`config.mk`:
```
export PLATFORM = sky130hd
export DESIGN_NAME = hazard_ctrl
export DESIGN_NICKNAME = d
export VERILOG_FILES = /design/src/rtl/hazard_ctrl.sv
export SDC_FILE = /design/constraint.sdc
export NUM_CORES = 1
export LEC_CHECK = 0
export CELL_PAD_IN_SITES_DETAIL_PLACEMENT = 2
export CELL_PAD_IN_SITES_GLOBAL_PLACEMENT = 2
export CORE_ASPECT_RATIO = 0.9
export CORE_MARGIN = 2
export CORE_UTILIZATION = 23
export DETAILED_ROUTE_END_ITERATION = 10
export PLACE_DENSITY = 0.75
export SYNTH_ARGS = -nofsm -noshare
export SYNTH_HDL_FRONTEND = slang
export SYNTH_SLANG_ARGS = --single-unit
```
`constraint.sdc`:
```
create_clock -name CLK -period 1.9 [get_ports CLK]
set_input_delay 0.38 -clock CLK [delete_from_list [all_inputs] [get_ports CLK]]
set_output_delay 0.38 -clock CLK [all_outputs]
set_load 0.02 [all_outputs]
```
`src/rtl/hazard_ctrl.sv`:
```
`default_nettype none
// ============================================================================
//  Module      : hazard_ctrl
//  Description : Pipeline sequencer for the five-stage core. Drives the
//                capture/hold/bubble controls of every pipeline latch from
//                cache hits, load-use hazards, MEM-stage redirects and halt,
//                and keeps saturating stall/flush counters for debug.
//  Revision    : 1.0 - initial release
// ============================================================================
module hazard_ctrl #(
   parameter int CNT_W = 16
) (
   input  logic             CLK,
   input  logic             RST,
   input  logic             ihit,
   input  logic             dhit,
   input  logic             mem_dreq,
   input  logic             mem_redirect,
   input  logic             ex_load,
   input  logic [4:0]       ex_rdest,
   input  logic [4:0]       id_rs,
   input  logic [4:0]       id_rt,
   input  logic             id_uses_rt,
   input  logic             wb_halt,
   output logic             pc_en,
   output logic             ifid_en,
   output logic             idex_en,
   output logic             exmem_en,
   output logic             memwb_en,
   output logic             ifid_clr,
   output logic             idex_clr,
   output logic             exmem_clr,
   output logic             memwb_clr,
   output logic             halt_o,
   output logic [1:0]       state_o,
   output logic [CNT_W-1:0] stall_cnt,
   output logic [CNT_W-1:0] flush_cnt
);

   localparam logic [1:0]       c_ST_RUN   = 2'b00;
   localparam logic [1:0]       c_ST_DWAIT = 2'b01;
   localparam logic [1:0]       c_ST_HALT  = 2'b10;
   localparam logic [CNT_W-1:0] c_CNT_ONE  = CNT_W'(1);

   logic [1:0]       r_state;
   logic [1:0]       w_next_state;
   logic [CNT_W-1:0] r_stall_cnt;
   logic [CNT_W-1:0] r_flush_cnt;
   logic             w_lu;
   logic             w_wait_miss;
   logic             w_redirect_taken;

   // Load-use: the ID instruction reads a register the EX load has not produced yet
   assign w_lu = ex_load && (ex_rdest != 5'd0) &&
                 ((ex_rdest == id_rs) || (id_uses_rt && (ex_rdest == id_rt)));

   // A pending data miss keeps DWAIT in the miss case regardless of other inputs
   assign w_wait_miss = (r_state == c_ST_DWAIT) && !dhit;

   // State register; reset drops any stall or halt straight back to RUN
   always_ff @(posedge CLK or posedge RST) begin
      if (RST) begin
         r_state <= c_ST_RUN;
      end else begin
         r_state <= w_next_state;
      end
   end

   // Next state: HALT is terminal, misses park in DWAIT until dhit
   always_comb begin
      w_next_state = r_state;
      case (r_state)
         c_ST_HALT: w_next_state = c_ST_HALT;
         default: begin
            if (w_wait_miss)
               w_next_state = c_ST_DWAIT;
            else if (wb_halt)
               w_next_state = c_ST_HALT;
            else if (mem_dreq && !dhit)
               w_next_state = c_ST_DWAIT;
            else
               w_next_state = c_ST_RUN;
         end
      endcase
   end

   // Latch controls; a DWAIT cycle with dhit behaves exactly like RUN
   always_comb begin
      pc_en            = 1'b0;
      ifid_en          = 1'b0;
      idex_en          = 1'b0;
      exmem_en         = 1'b0;
      memwb_en         = 1'b0;
      ifid_clr         = 1'b0;
      idex_clr         = 1'b0;
      exmem_clr        = 1'b0;
      memwb_clr        = 1'b0;
      w_redirect_taken = 1'b0;
      if (!RST && (r_state != c_ST_HALT)) begin
         if (w_wait_miss) begin
            memwb_clr = 1'b1;
         end else if (wb_halt) begin
            // freeze everything while halt drains into HALT
         end else if (mem_dreq && !dhit) begin
            memwb_clr = 1'b1;
         end else if (mem_redirect) begin
            pc_en            = 1'b1;
            ifid_clr         = 1'b1;
            idex_clr         = 1'b1;
            exmem_clr        = 1'b1;
            memwb_en         = 1'b1;
            w_redirect_taken = 1'b1;
         end else if (w_lu) begin
            idex_clr = 1'b1;
            exmem_en = 1'b1;
            memwb_en = 1'b1;
         end else if (!ihit) begin
            ifid_clr = 1'b1;
            idex_en  = 1'b1;
            exmem_en = 1'b1;
            memwb_en = 1'b1;
         end else begin
            pc_en    = 1'b1;
            ifid_en  = 1'b1;
            idex_en  = 1'b1;
            exmem_en = 1'b1;
            memwb_en = 1'b1;
         end
      end
   end

   // Saturating debug counters, frozen once halted
   always_ff @(posedge CLK or posedge RST) begin
      if (RST) begin
         r_stall_cnt <= '0;
         r_flush_cnt <= '0;
      end else if (r_state != c_ST_HALT) begin
         if (!pc_en && !(&r_stall_cnt))
            r_stall_cnt <= r_stall_cnt + c_CNT_ONE;
         if (w_redirect_taken && !(&r_flush_cnt))
            r_flush_cnt <= r_flush_cnt + c_CNT_ONE;
      end
   end

   assign halt_o    = (r_state == c_ST_HALT);
   assign state_o   = r_state;
   assign stall_cnt = r_stall_cnt;
   assign flush_cnt = r_flush_cnt;

endmodule
`default_nettype wire

```
==> results of run 1 <==
==> metrics by stage <==
| step | TNS (ns) | instances | power (W) | hold WS [ns] |
|---|---|---|---|---|
| 3_5_place_dp | -26.35 | 391 | 0.00110 | 0.489 |
| 3_3_place_gp | -22.83 | 391 | 0.00109 | 0.480 |
| 5_1_grt | -7.19 | 412 | 0.00181 | 0.529 |
| 4_1_cts | -3.40 | 412 | 0.00172 | 0.496 |
| 2_1_floorplan | -4.59 | 180 | 0.000898 | 0.443 |
| 6_report | -4.19 | 412 | 0.00174 | 0.505 |
==> layer usage <==
metal | track usage | vias up | wire length, um
met5 | 0 | - | 0
met2 | 0.339 | 43 | 4370
met1 | 0.220 | 986 | 3270
li1 | - | 880 | -
met4 | 0.0467 | 0 | 87
met3 | 0.0335 | 9 | 240
==> repair_timing <==
| action | 4_1_cts | 5_1_grt |
|---|---|---|
| pin swaps | 51 | 23 |
| endpoints found under the setup margin | 40 | 41 |
| buffers inserted | 14 | 4 |
| resized for setup | 156 | 49 |
| gates cloned | 1 | 0 |
==> power breakdown <==
group          leakage [nW]  internal (W)  switching, W
sequential            0.443      0.000750     0.0000241
clock                0.0472      0.000292      0.000295
combinational          1.33      0.000190      0.000190
==> worst paths after layout <==
| kind | slack (ns) | to | cells after the start |
|---|---|---|---|
| worst max-delay path | -0.38 | ifid_en | 8 |
| worst max register to register | -0.14 | flush_cnt[13] | 9 |
| worst min-delay path | 0.51 | flush_cnt[15] | 1 |
| min in group asynchronous | 0.67 | state_o[1] | 4 |
| max in group asynchronous | 0.89 | flush_cnt[5] | 4 |
| worst min register to register | 0.51 | flush_cnt[15] | 1 |
==> cell type report <==
cell class                 instances  area, um2
fill                             770       3900
multi-input combinational        133       1350
timing repair buffer             133       1220
sequential                        34        861
tap                               96        120
clock buffer                       6       82.6
inverter                           8       36.3
clock inverter                     2       12.5
==> logic make-up after synthesis <==
logic type | count (synthesis)
adders and majority gates | 2
buffers and inverters | 13
AOI/OAI and AO/OA | 11
and+or+nand+nor | 79
muxes | 1
xor gates and xnor gates | 40
DFF | 34
==> registers in the layout, summed over array words and instances (netlist names) <==
name,count
flush_cnt,16
state_o,2
stall_cnt,16
==> placed cells by master, fill, tap and decap left out, types with 2 or more instances in the layout <==
cell             Yosys  final
and2_4               0      4
clkdlybuf4s50_1      0     37
nand4_1              7      7
nand3_2              0      2
clkbuf_8             0      6
nor2_1              13      5
nor4_4               0      2
nor2_4               0      8
nand2_2              0      4
and3_1               8      5
nor2b_4              0      2
dfrtp_1             34     26
o21a_1               2      2
dfrtp_2              0      8
buf_6                2     21
xor2_1              21     16
nor3_2               0      2
xnor2_2              0      7
clkinvlp_4           0      2
xor2_2               0      5
nand2_4              0      6
ha_1                 2      2
and3_4               1      4
buf_8                0      2
inv_1                8      5
nand2_1             15      4
xnor2_1             19     12
nor3_4               0      6
dlygate4sd2_1        0     10
buf_2                1      4
buf_4                0     54
nand3_1             13     11
==> metrics.txt, run 1 <==
vias 1,918; hold crit path type reg -> reg; Critical Path AT 1.90 ns; Cell Area, Placed 3030 um2; grt ovf 0; Synth Area in XOR/XNOR 0.195; global-route total usage across every layer 0.182; slowest CP cell dfrtp_2; Finished Cell Area 3680 um2; Netlist cell types 32; clk slew on worst S/H paths 0.07 ns; Setup Skew 0.00801 ns; post-synthesis simple-gate area fraction 0.235; CTS tree built; initial antenna violation count 0; ant diodes 0; commonest cells in the synthesized netlist dfrtp_1 (34), xor2_1 (21), xnor2_1 (19); Worst path most repeated cell and2_4; Synth Instances 180; count leader, synth dfrtp_1; Routed Antenna Nets 0; CP startpoint kind flip-flop; area leader, netlist dfrtp_1; Synth warnings 0; worst path bufs/invs 2; H-tree Lvls 2; mux share of post-synthesis cell area 0.00626; post-synth top area share 0.473; fin util 0.486; final worst path period need 2.28 ns; Final Max Tran Viols 0; Leak Pwr 1.82 nW; Setup Viol. Count Final 31; clock buffer depth 2; adder-cell share of the synthesized area 0.0139; Synth Area in Compound Gates 0.0410; IO Pins 68; outcome complete, but fails checks; failing checks negative setup slack; Cell Area, Synth 1800 um2; main flop type after synthesis dfrtp_1; vias in the first global route 2,158; Max-Cap Viols 0; register area share after synthesis 0.473; #FFs+latches synth 34; hold wc startpoint flush_cnt[15]; FP Rows 30; total wire length 7.97 mm; worst slew pin tran 0.518 ns; die height 87.9 um; Iter 0 DRT Violations 52; Die ar. 8550 um2; gpl congestion 0.755; r2r startpoint state_o[0]; syn nets 206; DR pass1 iterations 4; largest net degree at the start of global routing 25; # clock sinks 34; PortBufs 67; fmax 438 MHz; layout cells sized above 1 0.535; Post-synth EDFFs 0; CP Capture Type output pin; final hold violations 0; Post-synth ARST share 1.00; Worst IR Drop VDD 0.000295 V; Worst path max stage delay 0.43 ns; Initial Utilization 0.237; post-DP HPWL 5.03 mm; Relative slew margins 0.653; DRC Markers 0; Core ar. 7580 um2; synth top area cells dfrtp_1 (47%), xor2_1 (10%), xnor2_1 (9.2%); Place WS -1.10 ns; unrepaired setup endpoints after global routing true; worst setup margin -0.382 ns; Clock Latency Late Sink 0.30 ns; clk root buf clkbuf_8; CTS buffer count 5; crit path cell chain nand2b_4, a21oi_4, nor4_4, buf_4, and2_4, nor2b_4, and2_4, buf_6; critical path fanouts, max 2; largest family of logic cells by synthesized area simple AND/OR/NAND/NOR gates; drt wl/cell 19.3 um; Via density 4.66; critical setup path kind reg -> out; Post-CTS Hold Buffers 0; fin nets 341; Area growth, synth to finish 105%; pwr/cell area 473 nW/um2; crit share post-route 1.20; CP required 1.52 ns; first-pass GRT wire length 11.9 mm; Mean Syn Cell Area 10.0 um2; CP top delay family simple AND/OR/NAND/NOR gates; crit path launch state_o[0]; die width 97.2 um
No activity file was read; power rests on OpenSTA's default activity.
==> run 2: changes to the inputs <==
--- a/config.mk
+++ b/config.mk
@@ -5,9 +5,10 @@
 export SDC_FILE = /design/constraint.sdc
 export NUM_CORES = 1
 export LEC_CHECK = 0
+export ABC_CLOCK_PERIOD_IN_PS = 1900
 export CELL_PAD_IN_SITES_DETAIL_PLACEMENT = 2
 export CELL_PAD_IN_SITES_GLOBAL_PLACEMENT = 2
-export CORE_ASPECT_RATIO = 0.9
+export CORE_ASPECT_RATIO = 1.25
 export CORE_MARGIN = 2
 export CORE_UTILIZATION = 23
 export DETAILED_ROUTE_END_ITERATION = 10
==> run 2 against run 1 <==
- the run still ends with negative setup slack left
- maximum frequency increased by 6.9%
- critical endpoint unchanged
- setup slack improved by 0.15 ns
- non-clock buffer count decreased by 7
- final cell count decreased by 1.9%
- largest power group unchanged
==> metrics.txt, run 2 (synthesis results as in run 1) <==
largest net degree at the start of global routing 22; CP Capture Type output pin; DR pass1 iterations 3; # clock sinks 34; CP required 1.52 ns; H-tree Lvls 2; Worst IR Drop VDD 0.000305 V; outcome complete, but fails checks; ant diodes 0; crit share post-route 1.12; CTS tree built; most common cell after layout, fill and taps aside buf_4; DRC Markers 0; power share of the combinational group 0.194; failing checks negative setup slack; Leak Pwr 1.81 nW; Finished Cell Area 3560 um2; critical path fanouts, max 3; Switching Power 0.000468 W; Place WS -1.09 ns; worst setup margin -0.234 ns; Final Max Tran Viols 0; gpl congestion 0.744; total wire length 7.22 mm; final hold violations 0; Iter 0 DRT Violations 20; fill count 797; Core ar. 7700 um2; CP startpoint kind flip-flop; clock power share 0.386; Worst path depth 7; Pint 0.00136 W; die height 103 um; setup_tns -3.69 ns; flip-flop and latch area 861 um2; final worst path period need 2.13 ns; fin nets 334; clk slew on worst S/H paths 0.07 ns; Worst path max stage delay 0.43 ns; PortBufs 67; hold crit path type in -> async; drt wl/cell 17.9 um; sequential share of power 0.420; Die ar. 8550 um2; IO Pins 68; Cell Area, Placed 3020 um2; vias 1,870; commonest cells after routing, fill and taps aside buf_4 (51), clkdlybuf4s50_1 (37), dfrtp_1 (26); grt ovf 0; initial antenna violation count 0; crit path cell chain nand2b_4, a21oi_4, nor4_4, and2_4, nor2b_4, and2_4, buf_6; unrepaired setup endpoints after global routing true; Max-Cap Viols 0; sw frac 0.257; worst path bufs/invs 1; Post-CTS Hold Buffers 0; first-pass GRT wire length 11.1 mm; slowest CP cell dfrtp_2; global-route total usage across every layer 0.165; clk root buf clkbuf_8; clock buffer depth 2; die width 83.1 um; CTS buffer count 5; Setup Viol. Count Final 34; Area growth, synth to finish 97.6%; CP top delay family simple AND/OR/NAND/NOR gates; Relative slew margins 0.698; Via density 4.63; Setup Skew 0.00760 ns; post-DP HPWL 5.14 mm; Multi-input gate area 1280 um2; FP Rows 36; Clock Latency Late Sink 0.28 ns; pwr/cell area 513 nW/um2; fmax 469 MHz; Initial Utilization 0.234; reg2reg path depth 9; Critical Path AT 1.75 ns; Worst path most repeated cell and2_4; layout cells sized above 1 0.485; vias in the first global route 2,182; worst slew pin tran 0.452 ns; Fin Hold WS 0.480 ns; critical setup path kind reg -> out; Routed Antenna Nets 0
-- run 2: final timing paths --
check                                      to          from  slack, ns
min in group CLK                 stall_cnt[8]  stall_cnt[8]       0.50
max in group asynchronous          state_o[1]           RST       1.12
worst min register to register   stall_cnt[8]  stall_cnt[8]       0.50
worst max register to register  flush_cnt[13]    state_o[0]      -0.12
worst max-delay path                  ifid_en    state_o[0]      -0.23
worst min-delay path            flush_cnt[13]           RST       0.48
-- run 2: area by class of cell --
cell class / count / share of cell area
repair buffers: 126 / 0.324
well taps: 95 / 0.0334
clock buffers: 7 / 0.0243
clock inverters: 1 / 0.00844
multi-input cells: 133 / 0.360
flip-flops and latches: 34 / 0.242
inverters: 8 / 0.00844
-- run 2: stage by stage --
step	utilization	cells	power, W
2_1_floorplan	-	180	0.000898
3_3_place_gp	0.393	389	0.00110
3_5_place_dp	0.393	389	0.00111
4_1_cts	0.441	404	0.00183
5_1_grt	0.462	404	0.00192
6_report	0.462	404	0.00182
-- run 2: tightest hold or removal path, cell delays in order --
cell and delay, ns:
dlygate4sd2_1 0.28, buf_4 0.16, inv_1 0.08, buf_4 0.22
-- run 2: what timing repair did --
item	4_1_cts	5_1_grt
endpoints found under the hold margin	0	0
buffers inserted	9	1
endpoints found under the setup margin	41	42
resized for setup	144	38
pin swaps	43	20
cloned	1	0
-- run 2: metal layers --
layer  global-route usage  up-vias  wire length, um
li1                     -      864                -
met1                0.168      944             2630
met2                0.334       46             4220
met3               0.0344       16              153
met4               0.0580        0              221
met5                    0        -                0
-- run 2: power by group through the flow --
| stage | clock [W] | sequential [W] | combinational [W] |
|---|---|---|---|
| floorplan | 0 | 0.000824 | 0.0000741 |
| global placement | 0 | 0.000778 | 0.000320 |
| detailed placement | 0 | 0.000781 | 0.000333 |
| CTS | 0.000719 | 0.000767 | 0.000339 |
| global route | 0.000763 | 0.000770 | 0.000383 |
| finish | 0.000703 | 0.000766 | 0.000354 |
